==> src/rtl/seq_mul_unit_pkg.sv <==
// Shared definitions for the iterative shift-add multiplier unit.
// Provides the FSM state encoding, the default operand and tag widths, and
// the derivation of the iteration-counter width from the operand width.
package mul_unit_pkg;

    typedef enum logic [1:0] {
        IDLE = 2'd0,
        BUSY = 2'd1,
        DONE = 2'd2
    } state_t;

    localparam int DEF_DATA_W = 32;
    localparam int DEF_TAG_W  = 6;

    // Counter width for a given operand width. It only has to reach
    // data_w-1, because the last iteration leaves BUSY instead of counting on.
    function automatic int cnt_width(input int data_w);
        return ($clog2(data_w) < 1) ? 1 : $clog2(data_w);
    endfunction

    localparam int DEF_CNT_W = cnt_width(DEF_DATA_W);

endpackage

==> src/rtl/seq_mul_unit_if.sv <==
// Issue and CDB channels of the multiplier functional unit.
//   issue_*  : operation offered by the reservation station (valid/ready)
//   cdb_*    : completed result offered to the CDB arbiter (valid/grant)
// master = RS / arbiter side, slave = functional unit side.
interface seq_mul_unit_if
    import mul_unit_pkg::*;
#(
    parameter int DATA_W = DEF_DATA_W,
    parameter int TAG_W  = DEF_TAG_W
);
    logic              issue_valid;
    logic              issue_ready;
    logic [TAG_W-1:0]  issue_tag;
    logic [DATA_W-1:0] issue_src_a;
    logic [DATA_W-1:0] issue_src_b;
    logic              cdb_valid;
    logic              cdb_grant;
    logic [TAG_W-1:0]  cdb_tag;
    logic [DATA_W-1:0] cdb_lo;
    logic [DATA_W-1:0] cdb_hi;

    modport master (
        output issue_valid, issue_tag, issue_src_a, issue_src_b, cdb_grant,
        input  issue_ready, cdb_valid, cdb_tag, cdb_lo, cdb_hi
    );

    modport slave (
        input  issue_valid, issue_tag, issue_src_a, issue_src_b, cdb_grant,
        output issue_ready, cdb_valid, cdb_tag, cdb_lo, cdb_hi
    );
endinterface

==> src/rtl/seq_mul_unit_rca.sv <==
// Ripple-carry adder built from a chain of 1-bit full-adder cells.
//   full_adder         : a, b, ci -> s, co (single bit)
//   ripple_carry_adder : a[W], b[W], ci -> s[W], co
module full_adder (
    input  logic a,
    input  logic b,
    input  logic ci,
    output logic s,
    output logic co
);
    assign s  = a ^ b ^ ci;
    assign co = (a & b) | (ci & (a ^ b));
endmodule

module ripple_carry_adder #(
    parameter int DATA_W = 32
) (
    input  logic [DATA_W-1:0] a,
    input  logic [DATA_W-1:0] b,
    input  logic              ci,
    output logic [DATA_W-1:0] s,
    output logic              co
);
    logic [DATA_W:0] carry_s;

    assign carry_s[0] = ci;

    for (genvar i = 0; i < DATA_W; i++) begin : g_bit
        full_adder u_fa (
            .a  (a[i]),
            .b  (b[i]),
            .ci (carry_s[i]),
            .s  (s[i]),
            .co (carry_s[i+1])
        );
    end

    assign co = carry_s[DATA_W];
endmodule

==> src/rtl/seq_mul_unit.sv <==
// Iterative shift-add unsigned multiplier for the Tomasulo execution stage.
// Accepts one tagged op, runs DATA_W add/shift iterations on a DATA_W-bit
// ripple adder, then holds the 2*DATA_W-bit product on the CDB request
// until granted.
//   clk   : rising-edge clock
//   rst   : synchronous active-high reset
//   flush : squashes any in-flight or pending op (highest priority)
//   bus   : issue channel (valid/ready) and CDB channel (valid/grant)
module seq_mul_unit
    import mul_unit_pkg::*;
#(
    parameter int DATA_W = DEF_DATA_W,
    parameter int TAG_W  = DEF_TAG_W
) (
    input  logic          clk,
    input  logic          rst,
    input  logic          flush,
    seq_mul_unit_if.slave bus
);
    localparam int CNT_W = cnt_width(DATA_W);

    state_t              state_r;
    logic [CNT_W-1:0]    count_r;
    logic [TAG_W-1:0]    tag_r;
    logic [DATA_W-1:0]   a_r;
    // Product register. The architectural register is one bit wider, but
    // its top bit is always zero after the logical right shift, so only the
    // low 2*DATA_W bits are stored.
    logic [2*DATA_W-1:0] p_r;
    logic                cdb_valid_r;

    logic [DATA_W-1:0]   addend_s;
    logic [DATA_W-1:0]   sum_s;
    logic                carry_s;
    logic [2*DATA_W-1:0] p_next_s;
    logic                last_iter_s;

    // Partial-product selection: add the multiplicand when the current LSB
    // of the multiplier half is set.
    always_comb begin
        if (p_r[0]) begin
            addend_s = a_r;
        end else begin
            addend_s = {DATA_W{1'b0}};
        end
    end

    ripple_carry_adder #(
        .DATA_W (DATA_W)
    ) u_rca (
        .a  (p_r[2*DATA_W-1:DATA_W]),
        .b  (addend_s),
        .ci (1'b0),
        .s  (sum_s),
        .co (carry_s)
    );

    // The carry-out enters as the new top bit, so it becomes product bit
    // 2*DATA_W-1 after the final shift.
    assign p_next_s    = {carry_s, sum_s, p_r[DATA_W-1:1]};
    assign last_iter_s = (count_r == CNT_W'(DATA_W - 1));

    // Control FSM and datapath registers; flush overrides issue and grant.
    always_ff @(posedge clk) begin
        if (rst) begin
            state_r     <= IDLE;
            count_r     <= {CNT_W{1'b0}};
            tag_r       <= {TAG_W{1'b0}};
            a_r         <= {DATA_W{1'b0}};
            p_r         <= {(2*DATA_W){1'b0}};
            cdb_valid_r <= 1'b0;
        end else if (flush) begin
            state_r     <= IDLE;
            cdb_valid_r <= 1'b0;
        end else begin
            case (state_r)
                IDLE: begin
                    if (bus.issue_valid && bus.issue_ready) begin
                        tag_r   <= bus.issue_tag;
                        a_r     <= bus.issue_src_a;
                        p_r     <= {{DATA_W{1'b0}}, bus.issue_src_b};
                        count_r <= {CNT_W{1'b0}};
                        state_r <= BUSY;
                    end else begin
                        state_r <= IDLE;
                    end
                end
                BUSY: begin
                    p_r <= p_next_s;
                    if (last_iter_s) begin
                        // Hold the counter here so it never wraps.
                        state_r     <= DONE;
                        cdb_valid_r <= 1'b1;
                    end else begin
                        count_r <= count_r + CNT_W'(1);
                    end
                end
                DONE: begin
                    if (bus.cdb_grant) begin
                        state_r     <= IDLE;
                        cdb_valid_r <= 1'b0;
                    end else begin
                        state_r <= DONE;
                    end
                end
                default: begin
                    state_r     <= IDLE;
                    cdb_valid_r <= 1'b0;
                end
            endcase
        end
    end

    assign bus.issue_ready = (state_r == IDLE) & ~flush;
    assign bus.cdb_valid   = cdb_valid_r;
    assign bus.cdb_tag     = tag_r;
    assign bus.cdb_lo      = p_r[DATA_W-1:0];
    assign bus.cdb_hi      = p_r[2*DATA_W-1:DATA_W];

endmodule
==> src/flat_wrapper.sv <==
// flat-port wrapper written by rule: the top's interface ports become plain ports
module seq_mul_unit_flat import mul_unit_pkg::*;
#(
    parameter int DATA_W = DEF_DATA_W,
    parameter int TAG_W  = DEF_TAG_W
)
  (clk, rst, flush, bus_issue_valid, bus_issue_tag, bus_issue_src_a, bus_issue_src_b, bus_cdb_grant, bus_issue_ready, bus_cdb_valid, bus_cdb_tag, bus_cdb_lo, bus_cdb_hi);
  seq_mul_unit_if #(.DATA_W(DATA_W), .TAG_W(TAG_W)) bus_i ();
  input  logic clk;
  input  logic rst;
  input  logic flush;
  input wire logic [$bits(bus_i.issue_valid)-1:0] bus_issue_valid;
  input wire logic [$bits(bus_i.issue_tag)-1:0] bus_issue_tag;
  input wire logic [$bits(bus_i.issue_src_a)-1:0] bus_issue_src_a;
  input wire logic [$bits(bus_i.issue_src_b)-1:0] bus_issue_src_b;
  input wire logic [$bits(bus_i.cdb_grant)-1:0] bus_cdb_grant;
  output wire logic [$bits(bus_i.issue_ready)-1:0] bus_issue_ready;
  output wire logic [$bits(bus_i.cdb_valid)-1:0] bus_cdb_valid;
  output wire logic [$bits(bus_i.cdb_tag)-1:0] bus_cdb_tag;
  output wire logic [$bits(bus_i.cdb_lo)-1:0] bus_cdb_lo;
  output wire logic [$bits(bus_i.cdb_hi)-1:0] bus_cdb_hi;
  assign bus_i.issue_valid = bus_issue_valid;
  assign bus_i.issue_tag = bus_issue_tag;
  assign bus_i.issue_src_a = bus_issue_src_a;
  assign bus_i.issue_src_b = bus_issue_src_b;
  assign bus_i.cdb_grant = bus_cdb_grant;
  assign bus_issue_ready = bus_i.issue_ready;
  assign bus_cdb_valid = bus_i.cdb_valid;
  assign bus_cdb_tag = bus_i.cdb_tag;
  assign bus_cdb_lo = bus_i.cdb_lo;
  assign bus_cdb_hi = bus_i.cdb_hi;
  seq_mul_unit #(.DATA_W(DATA_W), .TAG_W(TAG_W)) u_core (.clk(clk), .rst(rst), .flush(flush), .bus(bus_i));
endmodule
==> config.mk <==
export PLATFORM = sky130hd
export DESIGN_NAME = seq_mul_unit_flat
export DESIGN_NICKNAME = d
export VERILOG_FILES = /design/src/rtl/seq_mul_unit_pkg.sv /design/src/rtl/seq_mul_unit_if.sv /design/src/rtl/seq_mul_unit_rca.sv /design/src/rtl/seq_mul_unit.sv /design/src/flat_wrapper.sv
export SDC_FILE = /design/constraint.sdc
export NUM_CORES = 1
export LEC_CHECK = 0
export ABC_CLOCK_PERIOD_IN_PS = 36400
export CAP_MARGIN = 30
export CORE_MARGIN = 5
export CORE_UTILIZATION = 50
export CTS_CLUSTER_SIZE = 12
export DETAILED_ROUTE_END_ITERATION = 7
export MAX_ROUTING_LAYER = met4
export PLACE_DENSITY = 0.82
export SYNTH_ARGS = -nofsm -noshare
export SYNTH_HDL_FRONTEND = slang
export SYNTH_SLANG_ARGS = --single-unit
==> constraint.sdc <==
create_clock -name clk -period 36.4 [get_ports clk]
set_input_delay 10.92 -clock clk [delete_from_list [all_inputs] [get_ports clk]]
set_output_delay 10.92 -clock clk [all_outputs]
set_load 0.02 [all_outputs]
==> results of run 1 <==
==> layout by cell type, fill, tap and decap left out, drive strengths merged, types with 6 or more instances in the layout <==
cell and count:
nor2 6, fa 31, clkbuf 10, o21ai 33, dfxtp 110, buf 11, a311oi 33, or4 32
inv 37, clkdlybuf4s50 145, a21oi 104, nand2 173
==> cell type report <==
cell class / instances / share of cell area
multi-input combinational: 443 / 0.3925
clock inverter: 6 / 0.009395
tap: 140 / 0.02482
inverter: 34 / 0.01808
clock buffer: 10 / 0.01950
timing repair buffer: 156 / 0.2237
sequential: 110 / 0.3120
==> logic make-up (layout without fill, tap and decap cells) <==
family                     after synthesis  count (layout)
and+or+nand+nor                        231             231
AOI/OAI and AO/OA                      178             178
buffers and inverters                  127             206
DFF                                    110             110
adders and majority gates               34              34
==> registers in the layout (all words and copies together) (netlist names) <==
signal	cells
u_core.p_r	64
u_core.a_r	32
u_core.bus.cdb_tag	6
u_core.count_r	5
u_core.state_r	2
u_core.bus.cdb_valid	1
==> power groups by stage <==
stage	Clock, mW	Sequential (mW)	Combinational [mW]
after detailed placement	0	0.131	0.0372
after global routing	0.0842	0.129	0.0409
final	0.0766	0.128	0.0375
after floorplan	0	0.134	0.0159
after global placement	0	0.131	0.0357
after CTS	0.0791	0.128	0.0373
==> stage by stage <==
step	std cells	area [um2]	hold slack, ps	power (mW)
global placement	879	6779	443.5	0.1665
finish	899	7058	458.1	0.2425
floorplan	680	5590	431.7	0.1497
global route	899	7058	482.0	0.2542
detailed placement	882	6834	443.6	0.1682
CTS	898	7038	459.3	0.2448
==> per-layer routing <==
layer	routed length [um]	track usage	vias to the layer above
met5	0	-	-
met4	201	0.05646	0
met3	1104	0.06997	19
met2	6971	0.3627	169
met1	5930	0.2783	2407
li1	-	-	2423
==> critical path, stage by stage <==
cell	delay [ps]
clkdlybuf4s50_1	650
or2_4	550
nor2_1	90
clkdlybuf4s50_1	560
==> worst max path at each step <==
stage | to
floorplan | bus_issue_ready
global placement | bus_issue_ready
detailed placement | bus_issue_ready
CTS | bus_issue_ready
global route | bus_issue_ready
finish | bus_issue_ready
==> impl_metrics.toml, run 1 <==
[run_status]
status = "completed"

[place]
routabilityCongestion = 0.8014
io_buffers = 146
hpwl_um = 9761
place_ws_ps = 12700

[timing]
slew_headroom = 0.4991
min_period_ps = 23720
setup_tns_ps = 0
final.setup.worst_slack_ps = 12680
finalHoldViolations = 0
rsz0062_at_grt = "no"
worst_pin_slew_ps = 750.5
period_share = 0.6515
clock.fmax_ghz = 0.04217
final-max-slew-violation-count = 0
finClkSkew_ps = 19.45
setup_violations = 0

[power_and_ir_drop]
swShare = 0.2707
power_frac_comb = 0.155
vdd_drop_max_uv = 21.80
clockPowerShare = 0.316
netSwitchingPower_uw = 65.65
seqPwrFrac = 0.529
p_per_area_nw_per_um2 = 34.36
p_leak_nw = 2.209
internal_power_uw = 176.9

[die]
core_area_um2 = 10890
initial_core_util = 0.5134
die_w_um = 115.7
rows = 38
die_h_um = 115.7
die_area_um2 = 13400
io_pins = 147

[hold_path]
min-delay-start = "u_core.a_r[30]$_SDFFE_PP0P_"
whs_endpoint = "u_core.a_r[30]$_SDFFE_PP0P_"
worstHoldPathType = "reg -> reg"
hold_depth = 2

[clock_tree]
cts_hold_buf = 0
cts_max_level = 3
clock_latency_ps = 380
ctsLongestPathBuffers = 2
post_cts_buffers = 0
cts_tree = "built"
cts_resized = 0
cts-root-buf = "clkbuf_8"
numClockSinks = 110
cts_buffers = 9
cts.clk_slew.worst_paths_ps = 110

[worst_setup_path]
regToRegEndpoint = "u_core.p_r[62]$_SDFFE_PP0P_"
cp.arrival_ps = 12800
r2r_cells = 37
critical_path_class = "in -> out"
r2r_setup_slack_ps = 21590
cp_max_fo = 68
cp_data_required_time_ps = 25480
cp-start-kind = "input pin"
reg2reg_from = "u_core.p_r[0]$_SDFFE_PP0P_"
crit_start = "flush"
setup.worst_path.end_class = "primary output"

[drt]
drt_iter0_markers = 360
antenna_left = 0
drt_pass1_iterations = 5
vias = 5018
detail_route.wl_per_cell_um = 15.80
wl_um = 14210
drcViolationCount = 0
vias_per_cell = 5.582

[layout]
fin_util = 0.6482
multiInputGateArea_um2 = 2770
layout-drive-gt1-share = 0.04743
diodes = 0
num-nets-final = 863
fillCellCount = 940
area_delta_synth_final_pct = 26.25
seqCellArea_um2 = 2202

[yosys]
muxShareOfSynthArea = 0
synthArstFlopShare = 0
synth.area.top_cells = "dfxtp_1 39%, nand2_1 12%, fa_1 11%"
synth_fa_ha_area_frac = 0.1177
synth_common_cells = "173 x nand2_1, 110 x dfxtp_1, 104 x a21oi_1, 42 x clkbuf_1, 34 x inv_1"
synth_top_family_by_area = "simple AND/OR/NAND/NOR gates"
ys_types = 34
yosys.area.top_type_share = 0.3939
yosysSeqAreaShare = 0.3939
synth_area_um2 = 5590
yosysWarningCount = 0
syn_nets = 789
synth-seq-cells = 110
synth-compound-area-share = 0.1853
ys.flop_type = "dfxtp_1"
synth_area_leader_cell = "dfxtp_1"
synth_xor_area_frac = 0
synth-edff-count = 0
synth_most_common_cell = "nand2_1"
synth_simple_gate_area_frac = 0.1882
synth_area_per_cell_um2 = 8.221
syn_inst = 680

[global_route]
gr-total-overflow = 0
grt_start_max_net_pins = 69
grt_pass1_wl_um = 23730
grt_pass1_vias = 5013
grt_util_all_layers = 0.2254
grt_antenna_before_repair = 0

[run]
drv.max_cap_violation_count = 0
No activity file was read; power rests on OpenSTA's default activity.
==> inputs of run 2 (changes only) <==
--- a/config.mk
+++ b/config.mk
@@ -5,14 +5,14 @@
 export SDC_FILE = /design/constraint.sdc
 export NUM_CORES = 1
 export LEC_CHECK = 0
-export ABC_CLOCK_PERIOD_IN_PS = 36400
+export ABC_CLOCK_PERIOD_IN_PS = 22600
 export CAP_MARGIN = 30
 export CORE_MARGIN = 5
-export CORE_UTILIZATION = 50
+export CORE_UTILIZATION = 49
 export CTS_CLUSTER_SIZE = 12
 export DETAILED_ROUTE_END_ITERATION = 7
 export MAX_ROUTING_LAYER = met4
-export PLACE_DENSITY = 0.82
+export PLACE_DENSITY = 0.8
 export SYNTH_ARGS = -nofsm -noshare
 export SYNTH_HDL_FRONTEND = slang
 export SYNTH_SLANG_ARGS = --single-unit
==> constraint.sdc (replaced) <==
create_clock -name clk -period 22.6 [get_ports clk]
set_input_delay 6.78 -clock clk [delete_from_list [all_inputs] [get_ports clk]]
set_output_delay 6.78 -clock clk [all_outputs]
set_load 0.02 [all_outputs]
==> impl_metrics.toml, run 2 (same netlist as run 1, synthesis figures left out) <==
[timing]
finalHoldViolations = 0
final-max-slew-violation-count = 0
min_period_ps = 15450
slew_headroom = 0.5529
rsz0062_at_grt = "no"
finClkSkew_ps = 7.166
worst_pin_slew_ps = 670.6
setup_violations = 0
clock.fmax_ghz = 0.06474
setup_tns_ps = 0
hold_ws_ps = 453.4
period_share = 0.6835

[clock_tree]
cts.clk_slew.worst_paths_ps = 70
ctsLongestPathBuffers = 2
cts_hold_buf = 0
cts_tree = "built"
clock_latency_ps = 340
cts_max_level = 3
cts_buffers = 9
cts-root-buf = "clkbuf_16"
post_cts_buffers = 0
numClockSinks = 110
cts_resized = 0

[layout]
num-nets-final = 863
area_delta_synth_final_pct = 28.31
multiInputGateArea_um2 = 2770
largest_reg_flops = 64
final_common_cell = "nand2_1"
fillCellCount = 981
diodes = 0
final_area_um2 = 7173
seqCellArea_um2 = 2202
layout-drive-gt1-share = 0.04485
layout_common_cells = "173 x nand2_1, 145 x clkdlybuf4s50_1, 110 x dfxtp_1"
top_register = "u_core.p_r"

[worst_setup_path]
cp_data_required_time_ps = 15820
cp_max_fo = 68
cp.arrival_ps = 8670
setup.worst_path.end_class = "primary output"
critical_path_class = "in -> out"
cp-start-kind = "input pin"

[power_and_ir_drop]
netSwitchingPower_uw = 104.8
internal_power_uw = 321.5
vdd_drop_max_uv = 60.21
clockPowerShare = 0.373
power_frac_comb = 0.141
p_per_area_nw_per_um2 = 59.42
p_leak_nw = 2.256
seqPwrFrac = 0.486
finalPower_uw = 426.2
swShare = 0.2458

[die]
die_w_um = 116.8
die_area_um2 = 13640
core_area_um2 = 11320
io_pins = 147
rows = 39
die_h_um = 116.8
initial_core_util = 0.4938

[run_status]
status = "completed"

[drt]
drt_pass1_iterations = 5
vias = 5009
antenna_left = 0
drcViolationCount = 0
detail_route.wl_per_cell_um = 15.82
vias_per_cell = 5.559
drt_iter0_markers = 294
wl_um = 14260

[place]
hpwl_um = 9664
io_buffers = 146
place_area_um2 = 6853
routabilityCongestion = 0.8237

[global_route]
gr-total-overflow = 0
grt_pass1_vias = 4873
grt_util_all_layers = 0.2158
grt_antenna_before_repair = 0
grt_start_max_net_pins = 92
grt_pass1_wl_um = 23170

[hold_path]
worstHoldPathType = "reg -> reg"

[run]
drv.max_cap_violation_count = 0
## run 2: area by class of cell
class	instances	area share
clock inverters	3	0.006105
multi-input cells	443	0.3862
inverters	34	0.01779
repair buffers	156	0.2222
well taps	143	0.02494
flip-flops and latches	110	0.3070
clock buffers	12	0.03576
## run 2: stage by stage
stage | setup WS (ps) | cells | util
after floorplan | 7983 | 680 | -
after global placement | 7215 | 882 | 0.5991
after detailed placement | 7160 | 885 | 0.6053
after CTS | 7165 | 900 | 0.6319
after global routing | 6747 | 901 | 0.6336
final | 7153 | 901 | 0.6336
## run 2: critical path, stage by stage
cell,delay (ps)
clkdlybuf4s50_1,630
or2_4,570
nor2_1,120
clkdlybuf4s50_1,560
## run 2: routing by layer
| metal | up-vias | wire [um] | track usage |
|---|---|---|---|
| met5 | - | 0 | - |
| met4 | 0 | 158 | 0.05657 |
| met2 | 182 | 6967 | 0.3440 |
| met1 | 2393 | 6052 | 0.2717 |
| li1 | 2420 | - | - |
| met3 | 14 | 1079 | 0.06118 |
## run 2: power by group through the flow
| stage | logic [mW] | registers, mW | clock network, mW |
|---|---|---|---|
| after CTS | 0.0599 | 0.207 | 0.162 |
| after global routing | 0.0655 | 0.208 | 0.170 |
| final | 0.0601 | 0.207 | 0.159 |
| after floorplan | 0.0256 | 0.216 | 0 |
| after detailed placement | 0.0595 | 0.211 | 0 |
| after global placement | 0.0563 | 0.212 | 0 |
## run 2: final timing paths
path	startpoint	endpoint	slack, ps	cells past startpoint
max	flush	bus_issue_ready	7150	4
min	u_core.a_r[1]$_SDFFE_PP0P_	u_core.a_r[1]$_SDFFE_PP0P_	450	2
max reg2reg	u_core.p_r[0]$_SDFFE_PP0P_	u_core.p_r[62]$_SDFFE_PP0P_	7390	39
min reg2reg	u_core.a_r[1]$_SDFFE_PP0P_	u_core.a_r[1]$_SDFFE_PP0P_	450	2
